`src/rtl/hilo_capture_if.sv`:
```
// Bundle between the HI/LO capture block, the multiplier
// and the register-file bus.
interface hilo_capture_if;
  logic        start;
  logic [31:0] multiplicand_in;
  logic [31:0] multiplier_in;
  logic [31:0] multiplicand;
  logic [31:0] multiplier;
  logic [31:0] product_hi;
  logic [31:0] product_lo;
  logic        hi_write;
  logic        lo_write;
  logic [31:0] bus_in;
  logic [31:0] hi_out;
  logic [31:0] lo_out;
  logic        busy;
  logic        done;
  logic        write_conflict;

  modport master (
    output start, multiplicand_in, multiplier_in,
    output product_hi, product_lo,
    output hi_write, lo_write, bus_in,
    input  multiplicand, multiplier,
    input  hi_out, lo_out,
    input  busy, done, write_conflict
  );

  modport slave (
    input  start, multiplicand_in, multiplier_in,
    input  product_hi, product_lo,
    input  hi_write, lo_write, bus_in,
    output multiplicand, multiplier,
    output hi_out, lo_out,
    output busy, done, write_conflict
  );
endinterface

```
`src/rtl/hilo_capture.sv`:
```
// HI/LO capture: holds operands for an external combinational
// multiplier, waits for it to settle, then latches the product.
module hilo_capture #(
  parameter int SETTLE_CYCLES = 2
) (
  input  logic           clock,
  input  logic           clear,
  hilo_capture_if.slave  io
);

  typedef enum logic [1:0] {
    IDLE    = 2'd0,
    SETTLE  = 2'd1,
    CAPTURE = 2'd2
  } state_t;

  localparam logic [3:0] LAST = 4'(SETTLE_CYCLES - 1);

  state_t      state_q, state_d;
  logic [3:0]  cnt_q, cnt_d;
  logic [31:0] mcand_q, mcand_d;
  logic [31:0] mplier_q, mplier_d;
  logic [31:0] hi_q, hi_d;
  logic [31:0] lo_q, lo_d;
  logic        done_q, done_d;
  logic        wc_q, wc_d;
  logic        any_wr;

  assign any_wr = io.hi_write | io.lo_write;

  always_ff @(posedge clock) begin
    if (!clear) begin
      state_q  <= IDLE;
      cnt_q    <= '0;
      mcand_q  <= '0;
      mplier_q <= '0;
      hi_q     <= '0;
      lo_q     <= '0;
      done_q   <= 1'b0;
      wc_q     <= 1'b0;
    end else begin
      state_q  <= state_d;
      cnt_q    <= cnt_d;
      mcand_q  <= mcand_d;
      mplier_q <= mplier_d;
      hi_q     <= hi_d;
      lo_q     <= lo_d;
      done_q   <= done_d;
      wc_q     <= wc_d;
    end
  end

  always_comb begin
    state_d  = state_q;
    cnt_d    = cnt_q;
    mcand_d  = mcand_q;
    mplier_d = mplier_q;
    hi_d     = hi_q;
    lo_d     = lo_q;
    done_d   = 1'b0;
    wc_d     = 1'b0;
    unique case (state_q)
      IDLE: begin
        if (io.start) begin
          mcand_d  = io.multiplicand_in;
          mplier_d = io.multiplier_in;
          cnt_d    = '0;
          state_d  = SETTLE;
        end
        if (io.hi_write) hi_d = io.bus_in;
        if (io.lo_write) lo_d = io.bus_in;
      end
      SETTLE: begin
        cnt_d = cnt_q + 4'd1;
        if (cnt_q == LAST) state_d = CAPTURE;
        wc_d = any_wr;
      end
      CAPTURE: begin
        // product is taken verbatim; signedness lives upstream
        hi_d    = io.product_hi;
        lo_d    = io.product_lo;
        done_d  = 1'b1;
        state_d = IDLE;
        wc_d    = any_wr;
      end
      default: state_d = IDLE;
    endcase
  end

  assign io.multiplicand   = mcand_q;
  assign io.multiplier     = mplier_q;
  assign io.hi_out         = hi_q;
  assign io.lo_out         = lo_q;
  assign io.busy           = (state_q != IDLE);
  assign io.done           = done_q;
  assign io.write_conflict = wc_q;

endmodule

```
`src/flat_wrapper.sv`:
```
// flat-port wrapper written by rule: the top's interface ports become plain ports
module hilo_capture_flat 
#(
  parameter int SETTLE_CYCLES = 2
)
  (clock, clear, io_start, io_multiplicand_in, io_multiplier_in, io_product_hi, io_product_lo, io_hi_write, io_lo_write, io_bus_in, io_multiplicand, io_multiplier, io_hi_out, io_lo_out, io_busy, io_done, io_write_conflict);
  hilo_capture_if io_i ();
  input  logic clock;
  input  logic clear;
  input wire logic [$bits(io_i.start)-1:0] io_start;
  input wire logic [$bits(io_i.multiplicand_in)-1:0] io_multiplicand_in;
  input wire logic [$bits(io_i.multiplier_in)-1:0] io_multiplier_in;
  input wire logic [$bits(io_i.product_hi)-1:0] io_product_hi;
  input wire logic [$bits(io_i.product_lo)-1:0] io_product_lo;
  input wire logic [$bits(io_i.hi_write)-1:0] io_hi_write;
  input wire logic [$bits(io_i.lo_write)-1:0] io_lo_write;
  input wire logic [$bits(io_i.bus_in)-1:0] io_bus_in;
  output wire logic [$bits(io_i.multiplicand)-1:0] io_multiplicand;
  output wire logic [$bits(io_i.multiplier)-1:0] io_multiplier;
  output wire logic [$bits(io_i.hi_out)-1:0] io_hi_out;
  output wire logic [$bits(io_i.lo_out)-1:0] io_lo_out;
  output wire logic [$bits(io_i.busy)-1:0] io_busy;
  output wire logic [$bits(io_i.done)-1:0] io_done;
  output wire logic [$bits(io_i.write_conflict)-1:0] io_write_conflict;
  assign io_i.start = io_start;
  assign io_i.multiplicand_in = io_multiplicand_in;
  assign io_i.multiplier_in = io_multiplier_in;
  assign io_i.product_hi = io_product_hi;
  assign io_i.product_lo = io_product_lo;
  assign io_i.hi_write = io_hi_write;
  assign io_i.lo_write = io_lo_write;
  assign io_i.bus_in = io_bus_in;
  assign io_multiplicand = io_i.multiplicand;
  assign io_multiplier = io_i.multiplier;
  assign io_hi_out = io_i.hi_out;
  assign io_lo_out = io_i.lo_out;
  assign io_busy = io_i.busy;
  assign io_done = io_i.done;
  assign io_write_conflict = io_i.write_conflict;
  hilo_capture #(.SETTLE_CYCLES(SETTLE_CYCLES)) u_core (.clock(clock), .clear(clear), .io(io_i));
endmodule
```
`config.mk`:
```
export PLATFORM = sky130hd
export DESIGN_NAME = hilo_capture_flat
export DESIGN_NICKNAME = d
export VERILOG_FILES = /design/src/rtl/hilo_capture_if.sv /design/src/rtl/hilo_capture.sv /design/src/flat_wrapper.sv
export SDC_FILE = /design/constraint.sdc
export NUM_CORES = 1
export LEC_CHECK = 0
export BUFFER_PORTS_ARGS = -buffer_cell sky130_fd_sc_hd__buf_4
export CORE_MARGIN = 2
export CORE_UTILIZATION = 46
export DETAILED_ROUTE_END_ITERATION = 7
export PLACE_DENSITY = 0.82
export RECOVER_POWER = 25
export SYNTH_ARGS = -nofsm -noshare
export SYNTH_HDL_FRONTEND = slang
export SYNTH_SLANG_ARGS = --single-unit
```
`constraint.sdc`:
```
create_clock -name clock -period 2.4 [get_ports clock]
set_clock_uncertainty 0.15 [all_clocks]
set_input_delay 0.24 -clock clock [delete_from_list [all_inputs] [get_ports clock]]
set_output_delay 0.24 -clock clock [all_outputs]
set_load 0.01 [all_outputs]
```
==> impl_results.md, run 1 <==
* Status: completed
* Max cap viols at 0
* Critical Path Start Type: flop
* Ys async rst share at 0
* Synth cell types at 32
* Max transition margin at 0.581
* Setup TNS at 0 ps
* CTS tree: built
* Congestion Overflow GR at 0
* Antenna-violating nets left at 0
* Syn Area/Cell at 9.45 sq um
* Vias in the first global route at 5750
* RD Place Congestion at 0.763
* Fmax at 466 MHz
* Clock Tree Buf Depth at 2
* Largest net degree at the start of global routing at 65
* Drt wl/cell at 16.3 microns
* WS Path Type: reg2reg
* Placeable Area at 12500 sq um
* Yosys top cell by area: dfxtp_1
* Syn nets at 792
* Rows at 41
* Yosys top cell area share at 0.464
* P per Cell Area at 769 nW/um^2
* Most frequent cells in the layout: buf_4, nand2_1, dfxtp_1, clkbuf_1
* Worst hold path startpoint: io_product_lo[16]
* IO Port Bufs at 295
* Req. time, crit path at 2550 ps
* Area Overhead vs Synth at 56.1%
* Initial Util at 0.469
* Filler Cell Count at 932
* RSZ-0062 raised after global routing: no
* Layout cells sized above 1 at 0.280
* Final worst slack at 254 ps
* Post-DR vias/cell at 5.06
* Hold/Removal Path Class: in2reg
* Num CTS Buffers at 17
* Post-synth EDFFs at 0
* Latest clock arrival within the worst-skew pair at 410 ps
* Final #Nets at 1130
* DR vias at 5788
* Fin crit share at 0.894
* # DRC at 0
* Fin. Hold Viols at 0
* Crit path DAT at 2300 ps
* Synth warnings at 0
* Register area share after synthesis at 0.464
* Max IR drop VDD at 0.580 mV
* Total clock sinks at 136
* Routed wire length at 18600 microns
* Global-route wire length before repair at 27700 microns
* Final hold slack at 25.5 ps
* Slew @ Worst Pin at 628 ps
* Main synth FF type: dfxtp_1
* First-pass DRT Iterations at 4
* CTS H-tree lvls at 4
* Post-DP HPWL at 11500 microns
* Die height at 117 microns
* Die footprint at 13700 sq um
* IO Pins at 296
* Gr usage total at 0.262
* Leak at 4.43 nW
* Final setup fails at 0
* Die width at 117 microns
* Initial antenna violation count at 0
* DRT iter0 DRCs at 373
* CTS resizes at 0
* Placement Setup Slack at 264 ps
* Ranking of synthesized cells by area: dfxtp_1, nand2_1, o211a_1
* Reg-to-reg startpoint: u_core.state_q[0]$_SDFFE_PN0P_
* Fin. max-slew vios at 0
* Crit path from: u_core.state_q[0]$_SDFFE_PN0P_
* Mapped cell area at 5870 sq um
* CTS Root Buffer Type: clkbuf_16
* Mapped Cells at 621
* Min Clock Period, post-route at 2150 ps
* Yosys reg bits at 136
* Commonest non-fill, non-tap cell in the layout: buf_4
* Inserted Diodes at 0
* Reg clk slew, reported paths at 60 ps
* CP Capture Type: flop
* Critical Path Fanout Max at 21
[final timing paths]
check / end / slack (ps) / cells after the start
worst max register to register: u_core.io.lo_out[30]$_SDFFE_PN0P_ / 250 / 5
worst max-delay path: u_core.io.lo_out[30]$_SDFFE_PN0P_ / 250 / 5
worst min register to register: u_core.io.multiplier[20]$_SDFFE_PN0P_ / 300 / 2
worst min-delay path: u_core.io.lo_out[16]$_SDFFE_PN0P_ / 30 / 4
[timing repair]
action,CTS,global route
hold buffers,66,0
setup buffers,0,0
endpoints found under the hold margin,65,0
[cell families after synthesis]
family          after synthesis  share of synthesized area
compound gates              143                      0.211
xor+xnor                      1                    0.00149
fa+ha+maj                     6                     0.0128
buf+inv                      58                     0.0555
flops                       136                      0.464
mux                          67                      0.115
simple gates                210                      0.140
[flip-flops by register name, summed over array words and instances (netlist names)]
name and cells:
u_core.io.multiplicand 32, u_core.io.write_conflict 1, u_core.cnt_q 4, u_core.io.multiplier 32, u_core.io.hi_out 32, u_core.state_q 2
u_core.io.lo_out 32, u_core.io.done 1
[worst max-delay path, stage by stage (launching register included)]
cell and delay [ps]:
dfxtp_1 340, inv_1 130, ha_1 400, mux2_2 560, buf_4 250, o211a_1 220
[power by group]
group | switching, mW | total [mW] | internal [mW]
clock network | 0.930 | 2.61 | 1.68
logic | 0.887 | 1.73 | 0.847
registers | 0.156 | 2.70 | 2.54
[synthesized netlist by cell type, types with 3 or more instances]
cell        n
buf_4       3
a21boi_1    8
nor2_1      3
buf_6       9
buf_2      23
nand2_1   197
ha_1        6
clkbuf_1   18
inv_1       5
dfxtp_1   136
mux2i_1    65
a21boi_0   58
o211a_1    66
[stage by stage]
step	area [sq um]	power, mW	instances	utilization
6_report	9160	7.04	1144	0.731
5_1_grt	9160	7.39	1144	0.731
4_1_cts	9400	7.17	1144	0.751
3_5_place_dp	8150	4.46	1046	0.651
3_3_place_gp	8150	4.43	1046	0.651
2_1_floorplan	5870	3.66	621	-
[layout make-up]
type	instances	area [sq um]	share of cell area
Clock buffer	24	472	0.0515
Clock inverter	8	120	0.0131
Inverter	5	18.8	0.00205
Multi-Input combinational cell	427	2830	0.310
Sequential cell	136	2720	0.297
Tap cell	172	215	0.0235
Timing Repair Buffer	372	2770	0.303
[routing by layer]
metal  global-route usage  up-vias  part of all wire
li1                     -     2806                 -
met1                0.273     2702              0.39
met2                0.460      242              0.49
met3                0.112       38             0.094
met4                0.114        0             0.026
met5                    0        -                 0
(Power assumes the default switching activity.)
==> run 2, diff against run 1 <==
Settings changed: ABC_AREA set to 1, CORE_UTILIZATION 46 to 45, PLACE_DENSITY 0.82 to 0.81.
==> impl_results.md, run 2 <==
* CTS resizes at 0
* Mapped Cells at 660
* # DRC at 0
* Crit path DAT at 2150 ps
* CP Capture Type: flop
* Layout cells sized above 1 at 0.271
* Post-CTS setup buffers at 0
* Filler Cell Count at 927
* Mapped cell area at 5520 sq um
* Main synth FF type: dfxtp_1
* Compound-gate portion of the synthesized area at 0.183
* Reg clk slew, reported paths at 50 ps
* Grt met3 use at 0.0854
* Fin. max-slew vios at 0
* Ys async rst share at 0
* Req. time, crit path at 2560 ps
* Register area share after synthesis at 0.493
* DRT iter0 DRCs at 308
* Global-route wire length before repair at 28900 microns
* Latest clock arrival within the worst-skew pair at 420 ps
* Post-route cell area at 8670 sq um
* Most numerous cell in the Yosys netlist: dfxtp_1
* Initial antenna violation count at 0
* Yosys top cell area share at 0.493
* RSZ-0062 raised after global routing: no
* RD Place Congestion at 0.810
* Seq pwr share at 0.404
* Logic gate share of total power at 0.233
* Max IR drop VDD at 0.489 mV
* Commonest non-fill, non-tap cell in the layout: buf_4
* Gr usage total at 0.280
* Post-placement cell area at 7700 sq um
* Area Overhead vs Synth at 57.1%
* Status: completed
* CTS H-tree lvls at 4
* P per Cell Area at 767 nW/um^2
* Largest net degree at the start of global routing at 73
* Clk pwr share at 0.363
* IO Pins at 296
* Critical Path Start Type: flop
* Congestion Overflow GR at 0
* Grt peak-use layer: met2
* Adder-Cell Fraction of Synth Area at 0.0136
* CTS tree: built
* M1 GR Usage at 0.295
* Final hold slack at 9.44 ps
* Clock Tree Buf Depth at 2
* Post-synth EDFFs at 0
* Vias in the first global route at 5984
* Max cap viols at 0
* Xor and xnor fraction of the mapped netlist area at 0.00159
* Synth warnings at 0
* Fin crit share at 0.829
* Antenna-violating nets left at 0
* Net Sw Frac at 0.283
* Rows at 40
* Min Clock Period, post-route at 1990 ps
* Initial Util at 0.459
* Drt wl/cell at 16.3 microns
* Yosys reg bits at 136
* WS Path Type: reg2reg
* Placeable Area at 12000 sq um
* Routed wire length at 18900 microns
* Synth Area in Simple Gates at 0.235
* Max transition margin at 0.557
* Total clock sinks at 136
* Leak at 4.37 nW
* Setup TNS at 0 ps
* Yosys top cell by area: dfxtp_1
* Slew @ Worst Pin at 664 ps
* Syn Area/Cell at 8.36 sq um
* DR vias at 6078
* Most frequent cells in the layout: buf_4, dfxtp_1, nor2_1, nand2_1, clkbuf_1
* Switching pwr at 1.88 mW
* Synth cell types at 22
* Die height at 115 microns
* Die footprint at 13200 sq um
* First-pass DRT Iterations at 5
* Ranking of synthesized cells by area: dfxtp_1, o211a_1, nor2_1
* Int Pwr at 4.76 mW
* Fin util at 0.722
* Syn nets at 831
* Post-DP HPWL at 11600 microns
* Main combinational cell family by area after synthesis: simple AND/OR/NAND/NOR gates
* Post-DR vias/cell at 5.24
* Final setup fails at 0
* Overall power at 6.64 mW
* CTS Root Buffer Type: clkbuf_16
* Met2 usage at 0.495
* Post-synthesis mux area share at 0
* Num CTS Buffers at 17
* Critical Path Fanout Max at 64
* IO Port Bufs at 295
* Final #Nets at 1174
* Die width at 115 microns
* Fin. Hold Viols at 0
* Inserted Diodes at 0
* Hold/Removal Path Class: in2reg
* Synth top cells by count: dfxtp_1, nor2_1, nand2_1
* Fmax at 502 MHz
-- run 2: what timing repair did --
item	4_1_cts	5_1_grt
hold buffers	67	0
endpoints found under the setup margin	0	0
hold endpoints to repair	66	0
-- run 2: path summary, 6_finish.rpt --
| check | slack, ps | depth (start not counted) | from | endpoint |
|---|---|---|---|---|
| worst max-delay path | 410 | 7 | u_core.state_q[0]$_SDFFE_PN0P_ | u_core.io.hi_out[5]$_SDFFE_PN0P_ |
| worst min-delay path | 9 | 4 | io_product_lo[26] | u_core.io.lo_out[26]$_SDFFE_PN0P_ |
| worst max register to register | 410 | 7 | u_core.state_q[0]$_SDFFE_PN0P_ | u_core.io.hi_out[5]$_SDFFE_PN0P_ |
| worst min register to register | 330 | 2 | u_core.io.multiplicand[7]$_SDFFE_PN0P_ | u_core.io.multiplicand[7]$_SDFFE_PN0P_ |
-- run 2: logic make-up after synthesis --
logic type,Yosys count
AND/OR/NAND/NOR,316
AO/OA/AOI/OAI,137
flip-flops,136
buffers and inverters,64
adder cells (fa/ha/maj),6
XOR/XNOR,1
-- run 2: final cells by class --
type | count | area, sq um | share of cell area
clock buffers | 28 | 537 | 0.0619
clock inverters | 2 | 10.0 | 0.00115
inverters | 14 | 52.6 | 0.00606
multi-input cells | 460 | 2400 | 0.276
flip-flops and latches | 136 | 2720 | 0.314
well taps | 147 | 184 | 0.0212
repair buffers | 374 | 2770 | 0.319
-- run 2: power by group through the flow --
| stage | Clock, mW | Sequential [mW] | Combinational [mW] |
|---|---|---|---|
| after floorplan | 0 | 2.83 | 0.690 |
| after global placement | 0 | 2.71 | 1.50 |
| after detailed placement | 0 | 2.72 | 1.52 |
| after CTS | 2.44 | 2.68 | 1.62 |
| after global routing | 2.53 | 2.71 | 1.69 |
| final | 2.41 | 2.68 | 1.55 |
-- run 2: per-stage QoR --
step,setup WS [ps],instances
after global placement,502,1064
after floorplan,845,660
after detailed placement,440,1064
final,409,1161
after CTS,398,1161
after global routing,239,1161
-- run 2: routing by layer --
layer,part of all wire,up-vias,wire (microns)
met2,0.51,253,9650
met4,0.046,0,872
met3,0.069,71,1300
met1,0.37,2848,7050
li1,-,2906,-
met5,0,-,0
-- run 2: critical path: stages (launching register included) --
cell and delay, ps:
dfxtp_1 370, inv_1 80, ha_1 290, inv_2 110, nand2_4 70, nand2_4 470, nand3_1 180, o211a_1 150
